## config.mk

```make
export PLATFORM = sky130hd
export DESIGN_NAME = hazard_controller
export DESIGN_NICKNAME = d
export VERILOG_FILES = /design/src/rtl/hazard_controller_pkg.sv /design/src/rtl/hazard_controller_perf_counter.sv /design/src/rtl/hazard_controller.sv
export SDC_FILE = /design/constraint.sdc
export NUM_CORES = 1
export LEC_CHECK = 0
export BUFFER_PORTS_ARGS = -buffer_cell sky130_fd_sc_hd__buf_2
export CAP_MARGIN = 20
export CORE_AREA = 2 2 92 161
export CTS_BUF_LIST = sky130_fd_sc_hd__clkbuf_16
export CTS_CLUSTER_DIAMETER = 60
export CTS_CLUSTER_SIZE = 8
export DETAILED_ROUTE_END_ITERATION = 8
export DIE_AREA = 0 0 94 163
export HOLD_SLACK_MARGIN = 0.08
export PLACE_DENSITY_LB_ADDON = 0.2
export SYNTH_ARGS = -nofsm -noshare
export SYNTH_HDL_FRONTEND = slang
export SYNTH_SLANG_ARGS = --single-unit
export TNS_END_PERCENT = 30
```

## constraint.sdc

```tcl
create_clock -name clk -period 2.6 [get_ports clk]
set_input_delay 0.13 -clock clk [delete_from_list [all_inputs] [get_ports clk]]
set_output_delay 0.13 -clock clk [all_outputs]
set_load 0.02 [all_outputs]
```

## src/rtl/hazard_controller_pkg.sv

```systemverilog
// Shared types for the pipeline hazard controller: FSM state, register-zero
// constant and the bundle of pipeline control signals.
package hazard_pkg;

   typedef enum logic {
      RUN  = 1'b0,
      WAIT = 1'b1
   } hz_state_t;

   localparam logic [4:0] REG_ZERO = 5'd0;

   typedef struct packed {
      logic pc_write;
      logic if_id_write;
      logic if_id_flush;
      logic id_ex_write;
      logic id_ex_flush;
      logic ex_mem_write;
      logic mem_wb_bubble;
   } ctrl_t;

   // Free-running pipeline: every stage advances, nothing squashed.
   localparam ctrl_t CTRL_DEFAULT = '{
      pc_write:      1'b1,
      if_id_write:   1'b1,
      if_id_flush:   1'b0,
      id_ex_write:   1'b1,
      id_ex_flush:   1'b0,
      ex_mem_write:  1'b1,
      mem_wb_bubble: 1'b0
   };

endpackage

```

## src/rtl/hazard_controller_perf_counter.sv

```systemverilog
// Wrapping event counter used for the hazard performance statistics.
module perf_counter #(
   parameter int CNT_W = 32
) (
   input  logic             clk,
   input  logic             rst,
   input  logic             inc,
   output logic [CNT_W-1:0] count
);

   logic [CNT_W-1:0] r_count;

   // NOTE: sequential state uses non-blocking (<=) so every flop samples pre-edge values.
   always_ff @(posedge clk) begin
      if (rst) begin
         r_count <= '0;
      end else if (inc) begin
         r_count <= r_count + 1'b1;
      end
   end

   assign count = r_count;

endmodule

```

## src/rtl/hazard_controller.sv

```systemverilog
// Hazard controller for the 5-stage core: load-use stalls, branch flushes,
// data-memory freezes with timeout detection, plus stall/flush counters.
module hazard_controller
   import hazard_pkg::*;
#(
   parameter int MAX_WAIT = 16,
   parameter int CNT_W    = 32
) (
   input  logic             clk,
   input  logic             rst,
   input  logic [4:0]       id_raddr1,
   input  logic [4:0]       id_raddr2,
   input  logic             id_uses_rs1,
   input  logic             id_uses_rs2,
   input  logic             id_ex_mem_read,
   input  logic [4:0]       id_ex_waddr,
   input  logic             ex_branch_taken,
   input  logic             dmem_req,
   input  logic             dmem_ready,
   output logic             pc_write,
   output logic             if_id_write,
   output logic             if_id_flush,
   output logic             id_ex_write,
   output logic             id_ex_flush,
   output logic             ex_mem_write,
   output logic             mem_wb_bubble,
   output logic             mem_timeout,
   output logic             mem_error,
   output logic [CNT_W-1:0] stall_cycles,
   output logic [CNT_W-1:0] flush_count
);

   // Counter must be able to hold MAX_WAIT itself, the saturation value.
   localparam int WCNT_W = $clog2(MAX_WAIT + 1);

   hz_state_t         r_state;
   hz_state_t         w_state_next;
   logic [WCNT_W-1:0] r_wait_cnt;
   logic              r_mem_error;
   logic              r_mem_timeout;
   logic              w_mem_stall;
   logic              w_load_use;
   logic              w_branch_flush;
   logic              w_timeout_hit;
   ctrl_t             w_ctrl;

   assign w_mem_stall = dmem_req && !dmem_ready;

   assign w_load_use = id_ex_mem_read && (id_ex_waddr != REG_ZERO) &&
                       ((id_uses_rs1 && (id_raddr1 == id_ex_waddr)) ||
                        (id_uses_rs2 && (id_raddr2 == id_ex_waddr)));

   assign w_branch_flush = !rst && ex_branch_taken && !w_mem_stall;

   // Priority: reset, memory freeze, branch flush, load-use stall.
   always_comb begin
      // NOTE: default assignment first so no path through this block infers a latch.
      w_ctrl = CTRL_DEFAULT;
      if (rst) begin
         w_ctrl = CTRL_DEFAULT;
      end else if (w_mem_stall) begin
         w_ctrl = '{pc_write: 1'b0, if_id_write: 1'b0, if_id_flush: 1'b0,
                    id_ex_write: 1'b0, id_ex_flush: 1'b0, ex_mem_write: 1'b0,
                    mem_wb_bubble: 1'b1};
      end else if (ex_branch_taken) begin
         w_ctrl.if_id_flush = 1'b1;
         w_ctrl.id_ex_flush = 1'b1;
      end else if (w_load_use) begin
         w_ctrl.pc_write    = 1'b0;
         w_ctrl.if_id_write = 1'b0;
         w_ctrl.id_ex_flush = 1'b1;
      end
   end

   always_comb begin
      w_state_next = r_state;
      case (r_state)
         RUN:     if (w_mem_stall) w_state_next = WAIT;
         WAIT:    if (dmem_ready || !dmem_req) w_state_next = RUN;
         default: w_state_next = RUN;
      endcase
   end

   assign w_timeout_hit = (r_state == WAIT) && w_mem_stall &&
                          (r_wait_cnt == WCNT_W'(MAX_WAIT - 1));

   // wait_cnt moves past MAX_WAIT-1 after the hit, so one pulse per wait.
   always_ff @(posedge clk) begin
      if (rst) begin
         r_state       <= RUN;
         r_wait_cnt    <= '0;
         r_mem_error   <= 1'b0;
         r_mem_timeout <= 1'b0;
      end else begin
         r_state       <= w_state_next;
         r_mem_timeout <= w_timeout_hit;
         if (w_timeout_hit) begin
            r_mem_error <= 1'b1;
         end
         if (r_state == RUN) begin
            r_wait_cnt <= w_mem_stall ? WCNT_W'(1) : '0;
         end else if (w_state_next == RUN) begin
            r_wait_cnt <= '0;
         end else if (r_wait_cnt < WCNT_W'(MAX_WAIT)) begin
            r_wait_cnt <= r_wait_cnt + 1'b1;
         end
      end
   end

   assign pc_write      = w_ctrl.pc_write;
   assign if_id_write   = w_ctrl.if_id_write;
   assign if_id_flush   = w_ctrl.if_id_flush;
   assign id_ex_write   = w_ctrl.id_ex_write;
   assign id_ex_flush   = w_ctrl.id_ex_flush;
   assign ex_mem_write  = w_ctrl.ex_mem_write;
   assign mem_wb_bubble = w_ctrl.mem_wb_bubble;
   assign mem_timeout   = r_mem_timeout && !rst;
   assign mem_error     = r_mem_error;

   perf_counter #(.CNT_W(CNT_W)) u_stall_cnt (
      .clk   (clk),
      .rst   (rst),
      .inc   (!w_ctrl.pc_write),
      .count (stall_cycles)
   );

   perf_counter #(.CNT_W(CNT_W)) u_flush_cnt (
      .clk   (clk),
      .rst   (rst),
      .inc   (w_branch_flush),
      .count (flush_count)
   );

endmodule

```

-- Yosys cells after proc, flatten, opt, wreduce, memory -nomap -nowiden
Index checks and enable logic that the tools add are counted.
- flip-flop bits (word level): 72
- input bits: 23
- output and inout bits: 73
- word-level logic and storage cells: 49
- add/sub/neg operators: 3
- magnitude comparators: 1
- eq/ne operators: 4
- muxes and demuxes: 17
- bitwise logic cells: 1
- reduce and logical (&&, ||, !) cells: 17
- operators with widths (cell ; count):
    $add 32x1->32 const B ; 2
    $mux 5 ; 3
    $eq 5x5->1 ; 2
    $logic_and 1x1->1 ; 10
    $mux 1 ; 8
    $mux 7 ; 1
    $mux 2 ; 3
    $add 5x1->5 const B ; 1
    $eq 5x4->1 const B ; 1
    $lt 5x5->1 const B ; 1
    $reduce_bool 5->1 ; 1
    $logic_not 1->1 ; 4
    $mux 3 ; 1
    $ne 3x2->1 const B ; 1
    $logic_or 1x1->1 ; 2
    $pmux 1 s2 ; 1
    $not 1->1 ; 1

-- Longest topological paths before layout
Gate-level depths: netlist of the first run.
- depth after elaboration: 8
- mapped depth: 8

-- Hierarchy
A second synthesis of the first run with hierarchy kept.
- cell total of the unflattened synthesis: 419
- area, all modules: 3634.7 um2
- by module, submodules not included (module ; instances ; cells each ; area each (um2) ; seq. area each (um2)):
    perf_counter ; 2 ; 181 ; 1564.0 ; 640.6
    hazard_controller ; 1 ; 57 ; 506.7 ; 160.2

-- Least setup slack after synthesis of the first run
No wires, ideal clock.
- path kind: flip-flop to flip-flop
- start: reg u_flush_cnt.r_count[5], in the netlist u_flush_cnt.count[5]
- end: reg u_flush_cnt.r_count[22], in the netlist u_flush_cnt.count[22]
- setup time: 0.128 ns
- arrival: 2.124 ns
- data required time: 2.472 ns
- slack: 0.348 ns
- stages on the path, launching flop included: 8
- cells stage by stage: dfxtp_1 -> and4_4 -> nand4_2 -> or3_1 -> buf_2 -> or4_4 -> xnor2_1 -> nor2_1
- cells in the longest elaborated chain, start to end: 1
- ends and longest elaborated chain (what ; RTL line ; source):
    start: declaration ; hazard_controller_perf_counter.sv:11 ; logic [CNT_W-1:0] r_count;
    start signal: assignment ; hazard_controller_perf_counter.sv:18 ; r_count <= r_count + 1'b1;
    $add 32x1->32 ; hazard_controller_perf_counter.sv:18 ;
Every way passes these cells.
A chain may end at the register's enable or synchronous reset.

-- Worst setup path in the final report of the first run
Ends and elaborated chain as after synthesis.

==> metrics.md, run 1 <==
| Metric | Value |
|---|---|
| Status | `completed` |
| Post-CTS setup buffer count | `0` |
| Total I/O pin count | `between 90 and 100` |
| Power Total | `2.637 mW` |
| Layout area overhead | `28.70%` |
| Synth cell types | `36` |
| Core Util, Final | `31.49%` |
| Post-cts repair resize count | `0` |
| All-Layer GR Usage | `12.53%` |
| Part of the power in registers | `42.3%` |
| Fin Clk Skew | `roughly 0.0066 ns` |
| First-pass GRT wire length | `around 15,000 um` |
| Die Wd | `roughly 94 um` |
| IO Port Bufs | `95` |
| Top achievable clock speed | `roughly 450 MHz` |
| Post-synthesis sequential area ratio | `between 40% and 50%` |
| Syn nets | `between 400 and 500` |
| Max Fanout on Critical Path | `6` |
| Drt pass-1 iters | `4` |
| Internal | `~2.1 mW` |
| RSZ-0062 raised after global routing | `no` |
| Mapped Cells | `between 400 and 500` |
| Post-synth EDFFs | `0` |
| Post-synth top area cell | `dfxtp_1` |
| Vias per Instance | `slightly below 5` |
| Slew margin rel. | `between 50% and 60%` |
| TritonCTS buffer count | `9` |
| DR vias | `between 3,000 and 4,000` |
| Layout Nets | `about 540` |
| Yosys reg bits | `between 70 and 80` |
| Final Hold Fails | `0` |
| Post-synth top flop | `dfxtp_1` |
| 1st-iter DRT viols | `70` |
| Psw | `approximately 0.55 mW` |
| Die Ht | `163 um` |
| Post-synth top area share | `about two fifths` |
| CTS root buf | `clkbuf_16` |
| Core footprint | `around 14,000 um^2` |
| # setup viols final | `0` |
| Final period utilization | `between 80% and 90%` |
| Total routed wirelength | `about 9400 um` |
| Cell Count, Final, Fillers Out | `roughly 700` |
| Worst Path Arrival | `about 2.4 ns` |
| Worst Setup Start Kind | `flip-flop` |
| Slew @ Worst Pin | `0.7307 ns` |
| Initial antenna violation count | `0` |
| Vias in the first global route | `roughly 3,300` |
| Logic pwr share | `about 4.6%` |
| Endpoint class of the critical path | `flip-flop` |
| Antenna Nets Post-Route | `0` |
| Routability cong. | `0.7786` |
| Share of layout cells above drive strength 1 | `roughly a quarter` |
| Area of the die | `around 15,000 um^2` |
| WL/cell | `13.55 um` |
| LEAKAGE | `roughly 1.8 nW` |
| TritonCTS clock tree | `yes` |
| Max-cap violations | `0` |
| Setup CP Type | `reg2reg` |
| Switching part of the total power | `20.99%` |
| Num rows | `58` |
| Ant diodes | `0` |
| Post-synthesis async set-or-reset flop share | `0%` |
| Hold path cells | `3` |
| Synth area leaders | `dfxtp_1 42%, xnor2_1 6.1%, a21oi_1 5.5%, or3_1 5.1%, nor2_1 4.6%` |
| TritonCTS Sinks | `about 70` |
| Min-delay worst type | `in2reg` |
| DR DRC count | `0` |
| R2R cell count | `6` |
| Gr ovfl total | `0` |
| Post-synth design cell area | `between 3000 and 4000 um^2` |
| H-Tree Depth | `3` |
| Longest Clk Path Bufs | `2` |
| Tmin final | `2.212 ns` |
| Total Neg Setup Slack | `0 ns` |
| Clk pwr share | `between 50% and 60%` |
| # placed instances | `677` |
| Initial Utilization | `roughly a quarter` |
| Post-detail-place hpwl | `between 6000 and 7000 um` |
| Peak supply drop | `around 0.32 mV` |
| Yosys warns | `0` |
| Largest net degree at the start of global routing | `68` |
| Hold Buf Count CTS | `0` |
| Clock slew at reported path FFs | `around 0.060 ns` |
| Max-slew violation count | `0` |
| Pwr Density | `592.0 nW/um^2` |
| Top post-synthesis cells by count | `72 x dfxtp_1, 42 x nor2_1, 38 x a21oi_1` |
| Synthesized area per cell | `8.243 um^2` |
| Req. time, crit path | `2.79 ns` |
| Clock latency on the worst-skew pair | `0.33 ns` |
| Most frequent cell after synthesis | `dfxtp_1` |
registers in the layout, summed over array words and instances (netlist names):
register,cells
u_flush_cnt.count,32
u_stall_cnt.count,32
r_wait_cnt,5
mem_error,1
r_mem_timeout,1
r_state,1
per-stage QoR:
| stage | setup slack, ns | instance area (um^2) | hold slack [ns] |
|---|---|---|---|
| after floorplan | 0.3482 | 3462 | 0.3433 |
| after global placement | 0.4178 | 4119 | 0.4325 |
| after detailed placement | 0.3970 | 4119 | 0.4414 |
| after CTS | 0.3840 | 4456 | 0.1772 |
| after global routing | 0.2777 | 4456 | 0.2204 |
| final | 0.3884 | 4456 | 0.1805 |
logic make-up (layout without fill, tap and decap cells):
kind of cell / count (synthesis) / in the layout / share of synthesized area [%]
AND/OR/NAND/NOR: 191 / 191 / 29.89
AO/OA/AOI/OAI: 80 / 80 / 12.58
flip-flops: 72 / 72 / 41.63
XOR/XNOR: 39 / 39 / 9.866
buffers and inverters: 32 / 125 / 4.011
adder cells (fa/ha/maj): 4 / 4 / 1.446
multiplexers: 2 / 2 / 0.5783
per-layer routing:
| metal | track usage, % | routed length [um] | part of all wire (%) |
|---|---|---|---|
| met3 | 2.638 | 367 | 3.9 |
| met4 | 4.743 | 174 | 1.9 |
| met2 | 24.16 | 5123 | 55 |
| met5 | 0 | 0 | 0 |
| met1 | 12.82 | 3728 | 40 |
worst paths after layout:
| kind | endpoint | slack, ns | startpoint |
|---|---|---|---|
| worst min-delay path | r_state$_SDFF_PP0_ | 0.18 | dmem_req |
| worst min register to register | mem_error$_SDFFE_PP0P_ | 0.45 | mem_error$_SDFFE_PP0P_ |
| worst max register to register | u_flush_cnt.count[22]$_SDFFE_PP0P_ | 0.39 | u_flush_cnt.count[5]$_SDFFE_PP0P_ |
| worst max-delay path | u_flush_cnt.count[22]$_SDFFE_PP0P_ | 0.39 | u_flush_cnt.count[5]$_SDFFE_PP0P_ |
power groups by stage:
stage	Clock (mW)	Combinational [mW]	Sequential (mW)
3_3_place_gp	0	0.121	1.14
6_report	1.40	0.121	1.12
5_1_grt	1.49	0.133	1.12
4_1_cts	1.44	0.123	1.12
3_5_place_dp	0	0.122	1.14
2_1_floorplan	0	0.0702	1.15
cell usage in the layout, fill, tap and decap left out, drive strengths merged, types with 18 or more instances in the layout:
| master | instances |
|---|---|
| nand3 | 20 |
| nand4 | 21 |
| xnor2 | 24 |
| and3 | 18 |
| dfxtp | 72 |
| buf | 101 |
| nand2 | 29 |
| a21oi | 39 |
| o21ai | 29 |
| nor2 | 42 |
| or3 | 28 |
area by class of cell:
type                       instances  area (um^2)
inverter                           8        30.03
clock inverter                     7        111.4
multi-input combinational        316         1889
sequential                        72         1441
clock buffer                       9        225.2
timing repair buffer             101        533.0
tap                              180        225.2
fill                            1553         9696
worst max-delay path, cell delays in order (launching register included):
cell     delay [ns]
dfxtp_1        0.42
and4_4         0.27
nand4_2        0.12
or3_1          0.51
or4_4          0.57
xnor2_1        0.14
nor2_1         0.05
Note: power is estimated with default switching activity, not from simulation.
==> inputs of run 2 (changes only) <==
==> constraint.sdc (replaced) <==
create_clock -name clk -period 2.6 [get_ports clk]
set_input_delay 0.13 -clock clk [delete_from_list [all_inputs] [get_ports clk]]
set_output_delay 0.13 -clock clk [all_outputs]
set_load 0.01 [all_outputs]
==> metrics.md, run 2 (synthesis gave the netlist of run 1 again) <==
| Metric | Value |
|---|---|
| Status | `completed (unchanged)` |
| LEAKAGE | `1.769 nW (unchanged)` |
| Peak supply drop | `0.3111 mV (was 0.3237 mV)` |
| Setup CP Type | `reg2reg (unchanged)` |
| TritonCTS buffer count | `9 (unchanged)` |
| Slew margin rel. | `50.68% (was 51.28%)` |
| Area occupied by multi-input gates | `1889 um^2 (unchanged)` |
| R2R cell count | `6 (unchanged)` |
| Top achievable clock speed | `452.9 MHz (was 452.2 MHz)` |
| Routed wl met2 | `5192 um (was 5123 um)` |
| Max-cap violations | `0 (unchanged)` |
| Crit-path cells | `and4_4, nand4_2, or3_1, or4_4, xnor2_1, nor2_1 (unchanged)` |
| Final period utilization | `84.93% (was 85.06%)` |
| WL/cell | `13.51 um (was 13.55 um)` |
| CP startpoint | `u_flush_cnt.count[5]$_SDFFE_PP0P_ (unchanged)` |
| Metal3 WL | `388 um (was 367 um)` |
| Total I/O pin count | `96 (unchanged)` |
| Max Fanout on Critical Path | `6 (unchanged)` |
| Slew @ Worst Pin | `0.7398 ns (was 0.7307 ns)` |
| Initial Utilization | `24.47% (unchanged)` |
| First-pass GRT wire length | `15,810 um (was 15,410 um)` |
| DR DRC count | `0 (unchanged)` |
| Die Ht | `163 um (unchanged)` |
| Pwr Density | `590.4 nW/um^2 (was 592.0 nW/um^2)` |
| CTS root buf | `clkbuf_16 (unchanged)` |
| Hold Buf Count CTS | `0 (unchanged)` |
| Highest metal used | `met4 (unchanged)` |
| Vias in the first global route | `3,273 (was 3,255)` |
| Tmin final | `2.208 ns (was 2.212 ns)` |
| Vias per Instance | `4.824 (was 4.812)` |
| Num rows | `58 (unchanged)` |
| Commonest non-fill, non-tap cells in the layout | `95 x buf_2, 72 x dfxtp_1, 42 x nor2_1 (unchanged)` |
| Post-CTS setup buffer count | `0 (unchanged)` |
| Hold Startpoint | `rst (was dmem_req)` |
| Routability cong. | `0.7690 (was 0.7786)` |
| FILL cells | `1,528 (was 1,553)` |
| Post-cts repair resize count | `0 (unchanged)` |
| H-Tree Depth | `3 (unchanged)` |
| Initial antenna violation count | `0 (unchanged)` |
| # setup viols final | `0 (unchanged)` |
| Share of layout cells above drive strength 1 | `23.59% (unchanged)` |
| Critical path's largest stage delay | `0.57 ns (about the same)` |
| Hold path cells | `4 (was 3)` |
| Post-detail-place hpwl | `6805 um (was 6853 um)` |
| TritonCTS clock tree | `yes (unchanged)` |
| Clock latency on the worst-skew pair | `0.33 ns (about the same)` |
| RSZ-0062 raised after global routing | `no (unchanged)` |
| All-Layer GR Usage | `12.87% (was 12.53%)` |
| Req. time, crit path | `2.79 ns (about the same)` |
| TritonCTS Sinks | `72 (unchanged)` |
| Largest net degree at the start of global routing | `68 (unchanged)` |
| Worst reg2reg startpoint | `u_flush_cnt.count[5]$_SDFFE_PP0P_ (unchanged)` |
| Total Neg Setup Slack | `0 ns (unchanged)` |
| IO Port Bufs | `95 (unchanged)` |
| Max-slew violation count | `0 (unchanged)` |
| Layout area overhead | `28.70% (unchanged)` |
| Total routed wirelength | `9363 um (was 9393 um)` |
| Fin Clk Skew | `0.007933 ns (was 0.006639 ns)` |
| Area of the die | `15,320 um^2 (unchanged)` |
| Endpoint class of the critical path | `flip-flop (unchanged)` |
| Antenna Nets Post-Route | `0 (unchanged)` |
| Longest Clk Path Bufs | `2 (unchanged)` |
| Ant diodes | `0 (unchanged)` |
| Min-delay worst type | `in2reg (unchanged)` |
| Post-Route M1 WL | `3621 um (was 3728 um)` |
| Final Hold Fails | `0 (unchanged)` |
| CP max stage cell | `or4_4 (unchanged)` |
| Worst Setup Start Kind | `flip-flop (unchanged)` |
| DR vias | `3,343 (was 3,335)` |
| Drt pass-1 iters | `4 (unchanged)` |
| Worst Path Arrival | `2.39 ns (was 2.40 ns)` |
| R2R Setup Slk | `0.39 ns (about the same)` |
| Power Total | `2.631 mW (was 2.637 mW)` |
| Gr ovfl total | `0 (unchanged)` |
| Most common cell after layout, fill and taps aside | `buf_2 (unchanged)` |
| Die Wd | `94 um (unchanged)` |
| Layout Nets | `535 (unchanged)` |
| Sequential cell area | `1441 um^2 (unchanged)` |
| Core footprint | `14,150 um^2 (unchanged)` |
| Clock slew at reported path FFs | `0.06 ns (about the same)` |
| 1st-iter DRT viols | `59 (was 70)` |
[run 2: stage by stage]
step                      cell area (um^2)  instances  hold slack (ns)  setup WS (ns)  util, %
after detailed placement              4119        677           0.4390         0.3934    29.11
after floorplan                       3462        420           0.3267         0.4424        -
after CTS                             4456        693           0.1792         0.3755    31.49
final                                 4456        693           0.1908         0.3918    31.49
after global placement                4119        677           0.4322         0.4122    29.11
after global routing                  4456        693           0.2576         0.2689    31.49
[run 2: where the power goes]
| part | internal [mW] | total, mW | switching [mW] |
|---|---|---|---|
| clock | 0.930 | 1.40 | 0.470 |
| combinational | 0.0445 | 0.114 | 0.0691 |
| sequential | 1.11 | 1.12 | 0.00761 |
[run 2: cell type report]
cell class                      instances  share of cell area (%)
Multi-Input combinational cell        316                   42.40
Tap cell                              180                   5.055
Inverter                                8                  0.6740
Timing Repair Buffer                  101                   11.96
Sequential cell                        72                   32.35
Clock buffer                            9                   5.055
Clock inverter                          7                   2.499
[run 2: worst max-delay path, delay by kind of cell (launching register included)]
kind | cells | cell delay, ns
xor+xnor | 1 | 0.14
simple gates | 5 | 1.50
flops | 1 | 0.42
[run 2: final timing paths]
check                                  endpoint
max reg2reg  u_flush_cnt.count[22]$_SDFFE_PP0P_
min reg2reg              mem_error$_SDFFE_PP0P_
min           u_flush_cnt.count[1]$_SDFFE_PP0P_
max          u_flush_cnt.count[22]$_SDFFE_PP0P_
[run 2: layer usage]
metal | GRT usage (%) | vias to the layer above
met2 | 24.32 | 77
met5 | 0 | -
li1 | - | 1678
met1 | 13.61 | 1578
met4 | 4.809 | 0
met3 | 2.730 | 10
==> inputs of run 3 (changes only) <==
--- a/config.mk
+++ b/config.mk
@@ -5,14 +5,15 @@
 export SDC_FILE = /design/constraint.sdc
 export NUM_CORES = 1
 export LEC_CHECK = 0
+export ABC_AREA = 1
 export BUFFER_PORTS_ARGS = -buffer_cell sky130_fd_sc_hd__buf_2
 export CAP_MARGIN = 20
-export CORE_AREA = 2 2 92 161
+export CORE_AREA = 2 2 100 174
 export CTS_BUF_LIST = sky130_fd_sc_hd__clkbuf_16
 export CTS_CLUSTER_DIAMETER = 60
 export CTS_CLUSTER_SIZE = 8
 export DETAILED_ROUTE_END_ITERATION = 8
-export DIE_AREA = 0 0 94 163
+export DIE_AREA = 0 0 102 176
 export HOLD_SLACK_MARGIN = 0.08
 export PLACE_DENSITY_LB_ADDON = 0.2
 export SYNTH_ARGS = -nofsm -noshare
==> constraint.sdc (replaced) <==
create_clock -name clk -period 1.85 [get_ports clk]
set_input_delay 0.0925 -clock clk [delete_from_list [all_inputs] [get_ports clk]]
set_output_delay 0.0925 -clock clk [all_outputs]
set_load 0.01 [all_outputs]
==> metrics.md, run 3 <==
| Metric | Value |
|---|---|
| Status | `completed (unchanged)` |
| Post-synth EDFFs | `0 (unchanged)` |
| Worst Setup Start Kind | `flip-flop (unchanged)` |
| Longest Clk Path Bufs | `2 (unchanged)` |
| Post-synthesis sequential area ratio | `35.49% (was 41.63%)` |
| R2R cell count | `11 (was 6)` |
| Req. time, crit path | `2.07 ns (was 2.79 ns)` |
| Placed Area | `4989 um^2 (was 4119 um^2)` |
| Ant diodes | `0 (unchanged)` |
| CP max stage cell | `dfxtp_2 (was or4_4)` |
| H-Tree Depth | `3 (unchanged)` |
| Slew @ Worst Pin | `0.4422 ns (was 0.7398 ns)` |
| Top delay family on crit path | `simple AND/OR/NAND/NOR gates (unchanged)` |
| Post-synth top area cell | `dfxtp_1 (unchanged)` |
| RSZ-0062 raised after global routing | `yes (was no)` |
| Design area | `5419 um^2 (was 4456 um^2)` |
| Routability cong. | `0.8266 (was 0.7690)` |
| Area occupied by multi-input gates | `2307 um^2 (was 1889 um^2)` |
| Initial antenna violation count | `0 (unchanged)` |
| Tmin final | `1.693 ns (was 2.208 ns)` |
| Slew margin rel. | `70.41% (was 50.68%)` |
| TritonCTS clock tree | `yes (unchanged)` |
| Syn nets | `684 (was 447)` |
| # setup viols final | `0 (unchanged)` |
| TritonCTS buffer count | `9 (unchanged)` |
| 1st-iter DRT viols | `83 (was 59)` |
| Worst Path Arrival | `1.91 ns (was 2.39 ns)` |
| TritonCTS Sinks | `72 (unchanged)` |
| Worst reg2reg startpoint | `u_stall_cnt.count[0]$_SDFFE_PP0N_ (was u_flush_cnt.count[5]$_SDFFE_PP0P_)` |
| Yosys warns | `0 (unchanged)` |
| Post-synth top flop | `dfxtp_1 (unchanged)` |
| Gr ovfl total | `0 (unchanged)` |
| First-pass GRT wire length | `20,850 um (was 15,810 um)` |
| Most common cell after layout, fill and taps aside | `nand2_1 (was buf_2)` |
| Endpoint class of the critical path | `flip-flop (unchanged)` |
| Critical path's largest stage delay | `0.35 ns (was 0.57 ns)` |
| Vias in the first global route | `4,336 (was 3,273)` |
| Drt pass-1 iters | `4 (unchanged)` |
| Fin Clk Skew | `0.01014 ns (was 0.007933 ns)` |
| DR DRC count | `0 (unchanged)` |
| Post-synthesis async set-or-reset flop share | `0% (unchanged)` |
| Layout area overhead | `33.43% (was 28.70%)` |
| Yosys reg bits | `72 (unchanged)` |
| CTS root buf | `clkbuf_16 (unchanged)` |
| Total routed wirelength | `12,640 um (was 9363 um)` |
| Worst slack, placed | `0.009995 ns (was 0.3934 ns)` |
| Synthesized area per cell | `6.182 um^2 (was 8.243 um^2)` |
| Clock slew at reported path FFs | `0.06 ns (about the same)` |
| Vias per Instance | `4.415 (was 4.824)` |
| Hold Startpoint | `rst (unchanged)` |
| Share of layout cells above drive strength 1 | `22.48% (was 23.59%)` |
| Top post-synthesis cells by count | `183 x nand2_1, 110 x nor2_1, 78 x inv_1 (was 72 x dfxtp_1, 42 x nor2_1, 38 x a21oi_1)` |
| Commonest non-fill, non-tap cells in the layout | `182 x nand2_1, 101 x nor2_1, 95 x buf_2 (was 95 x buf_2, 72 x dfxtp_1, 42 x nor2_1)` |
| R2R Setup Slk | `0.16 ns (was 0.39 ns)` |
| Layout Nets | `805 (was 535)` |
| Total I/O pin count | `96 (unchanged)` |
| Setup CP Type | `reg2reg (unchanged)` |
| Hold path cells | `3 (was 4)` |
| Synth cell types | `31 (was 36)` |
| Hold Buf Count CTS | `0 (unchanged)` |
| FILL cells | `1,911 (was 1,528)` |
| RR Endpoint | `u_stall_cnt.count[22]$_SDFFE_PP0N_ (was u_flush_cnt.count[22]$_SDFFE_PP0P_)` |
| # placed instances | `989 (was 677)` |
| Crit-path cells | `ha_2, nand3_2, nor2_4, nand4_1, nor2_2, buf_4, nand2_1, inv_1, nand3_1, nand2_1, nor2_1 (was and4_4, nand4_2, or3_1, or4_4, xnor2_1, nor2_1)` |
| Die Ht | `176 um (was 163 um)` |
| IO Port Bufs | `95 (unchanged)` |
| All-Layer GR Usage | `14.73% (was 12.87%)` |
| Worst Setup Slack, final | `0.1569 ns (was 0.3918 ns)` |
| Final period utilization | `91.52% (was 84.93%)` |
| Pwr Density | `696.7 nW/um^2 (was 590.4 nW/um^2)` |
| Most frequent cell after synthesis | `nand2_1 (was dfxtp_1)` |
| Max Fanout on Critical Path | `4 (was 6)` |
| Final Hold Fails | `0 (unchanged)` |
| WHS Endpoint | `u_flush_cnt.count[1]$_SDFFE_PP0P_ (unchanged)` |
| Peak supply drop | `0.3164 mV (was 0.3111 mV)` |
| LEAKAGE | `2.349 nW (was 1.769 nW)` |
| Mapped Cells | `657 (was 420)` |
| Post-detail-place hpwl | `9987 um (was 6805 um)` |
| Post-synth top area share | `35.49% (was 41.63%)` |
| Buf/Inv on CP | `2 (was 0)` |
| Sequential cell area | `1446 um^2 (was 1441 um^2)` |
| Area of the die | `17,950 um^2 (was 15,320 um^2)` |
| Post-synth design cell area | `4061 um^2 (was 3462 um^2)` |
| Initial Utilization | `24.70% (was 24.47%)` |
| Num rows | `62 (was 58)` |
| Power Total | `3.775 mW (was 2.631 mW)` |
| DR vias | `4,446 (was 3,343)` |
| CP most frequent cell | `nand2_1` |
| Antenna Nets Post-Route | `0 (unchanged)` |
| Max-slew violation count | `0 (unchanged)` |
| Critical path depth in cells | `11 (was 6)` |
| WL/cell | `12.55 um (was 13.51 um)` |
| Core footprint | `16,450 um^2 (was 14,150 um^2)` |
| Clock latency on the worst-skew pair | `0.33 ns (about the same)` |
| Cell Count, Final, Fillers Out | `1,007 (was 693)` |
| Largest net degree at the start of global routing | `38 (was 68)` |
| Die Wd | `102 um (was 94 um)` |
| Max-cap violations | `0 (unchanged)` |
| Synth area leaders | `dfxtp_1 35%, nand2_1 17%, nor2_1 10%, inv_1 7.2%, a21oi_1 6.3% (was dfxtp_1 42%, xnor2_1 6.1%, a21oi_1 5.5%, or3_1 5.1%, nor2_1 4.6%)` |
| Min-delay worst type | `in2reg (unchanged)` |
| Top achievable clock speed | `590.6 MHz (was 452.9 MHz)` |
| Core Util, Final | `32.95% (was 31.49%)` |
run 3: final cells by class:
cell class	count	share of cell area [%]
well taps	224	5.172
multi-input cells	486	42.58
clock inverters	7	2.055
inverters	82	5.680
clock buffers	9	4.156
flip-flops and latches	72	26.69
repair buffers	127	13.67
run 3: what timing repair did:
| action | CTS | global route |
|---|---|---|
| pin swaps | 0 | 5 |
| resized for setup | 1 | 22 |
| cloned | 0 | 0 |
| setup buffers | 0 | 2 |
| endpoints found under the setup margin | 1 | 18 |
run 3: layer usage:
metal | vias up | part of all wire, % | global-route usage (%)
li1 | 2339 | - | -
met1 | 2002 | 38 | 15.09
met2 | 80 | 55 | 27.85
met3 | 25 | 3.4 | 2.811
met4 | 0 | 3.5 | 6.833
met5 | - | 0 | 0
run 3: worst max path at each step:
stage / endpoint / start / slack (ns)
detailed placement: u_stall_cnt.count[28]$_SDFFE_PP0N_ / u_stall_cnt.count[0]$_SDFFE_PP0N_ / 0.01
global route: u_stall_cnt.count[30]$_SDFFE_PP0N_ / u_stall_cnt.count[0]$_SDFFE_PP0N_ / -0.04
CTS: u_stall_cnt.count[28]$_SDFFE_PP0N_ / u_stall_cnt.count[0]$_SDFFE_PP0N_ / 0.03
global placement: u_stall_cnt.count[28]$_SDFFE_PP0N_ / u_stall_cnt.count[0]$_SDFFE_PP0N_ / 0.09
finish: u_stall_cnt.count[22]$_SDFFE_PP0N_ / u_stall_cnt.count[0]$_SDFFE_PP0N_ / 0.16
floorplan: u_flush_cnt.count[24]$_SDFFE_PP0P_ / u_flush_cnt.count[1]$_SDFFE_PP0P_ / 0.14
run 3: per-stage QoR:
step | hold WS, ns | setup TNS (ns)
detailed placement | 0.4505 | 0
floorplan | 0.2956 | 0
finish | 0.1113 | 0
global placement | 0.4385 | 0
global route | 0.1201 | -0.05957
CTS | 0.1141 | 0
run 3: power by group:
| part | internal [mW] | switching (mW) | leakage, nW |
|---|---|---|---|
| Clock | 1.31 | 0.674 | 0.168 |
| Combinational | 0.0839 | 0.144 | 1.60 |
| Sequential | 1.56 | 0.00583 | 0.582 |
run 3: cell families after synthesis:
family / share of synthesized area [%]
flip-flops: 35.49
adder cells (fa/ha/maj): 1.232
AND/OR/NAND/NOR: 42.14
buffers and inverters: 9.581
AO/OA/AOI/OAI: 9.181
XOR/XNOR: 2.372
run 3: tightest hold or removal path, delay by kind of cell:
| family | cells | cell delay [ns] |
|---|---|---|
| AOI/OAI and AO/OA | 1 | 0.13 |
| buffers and inverters | 1 | 0.11 |
| and+or+nand+nor | 1 | 0.07 |
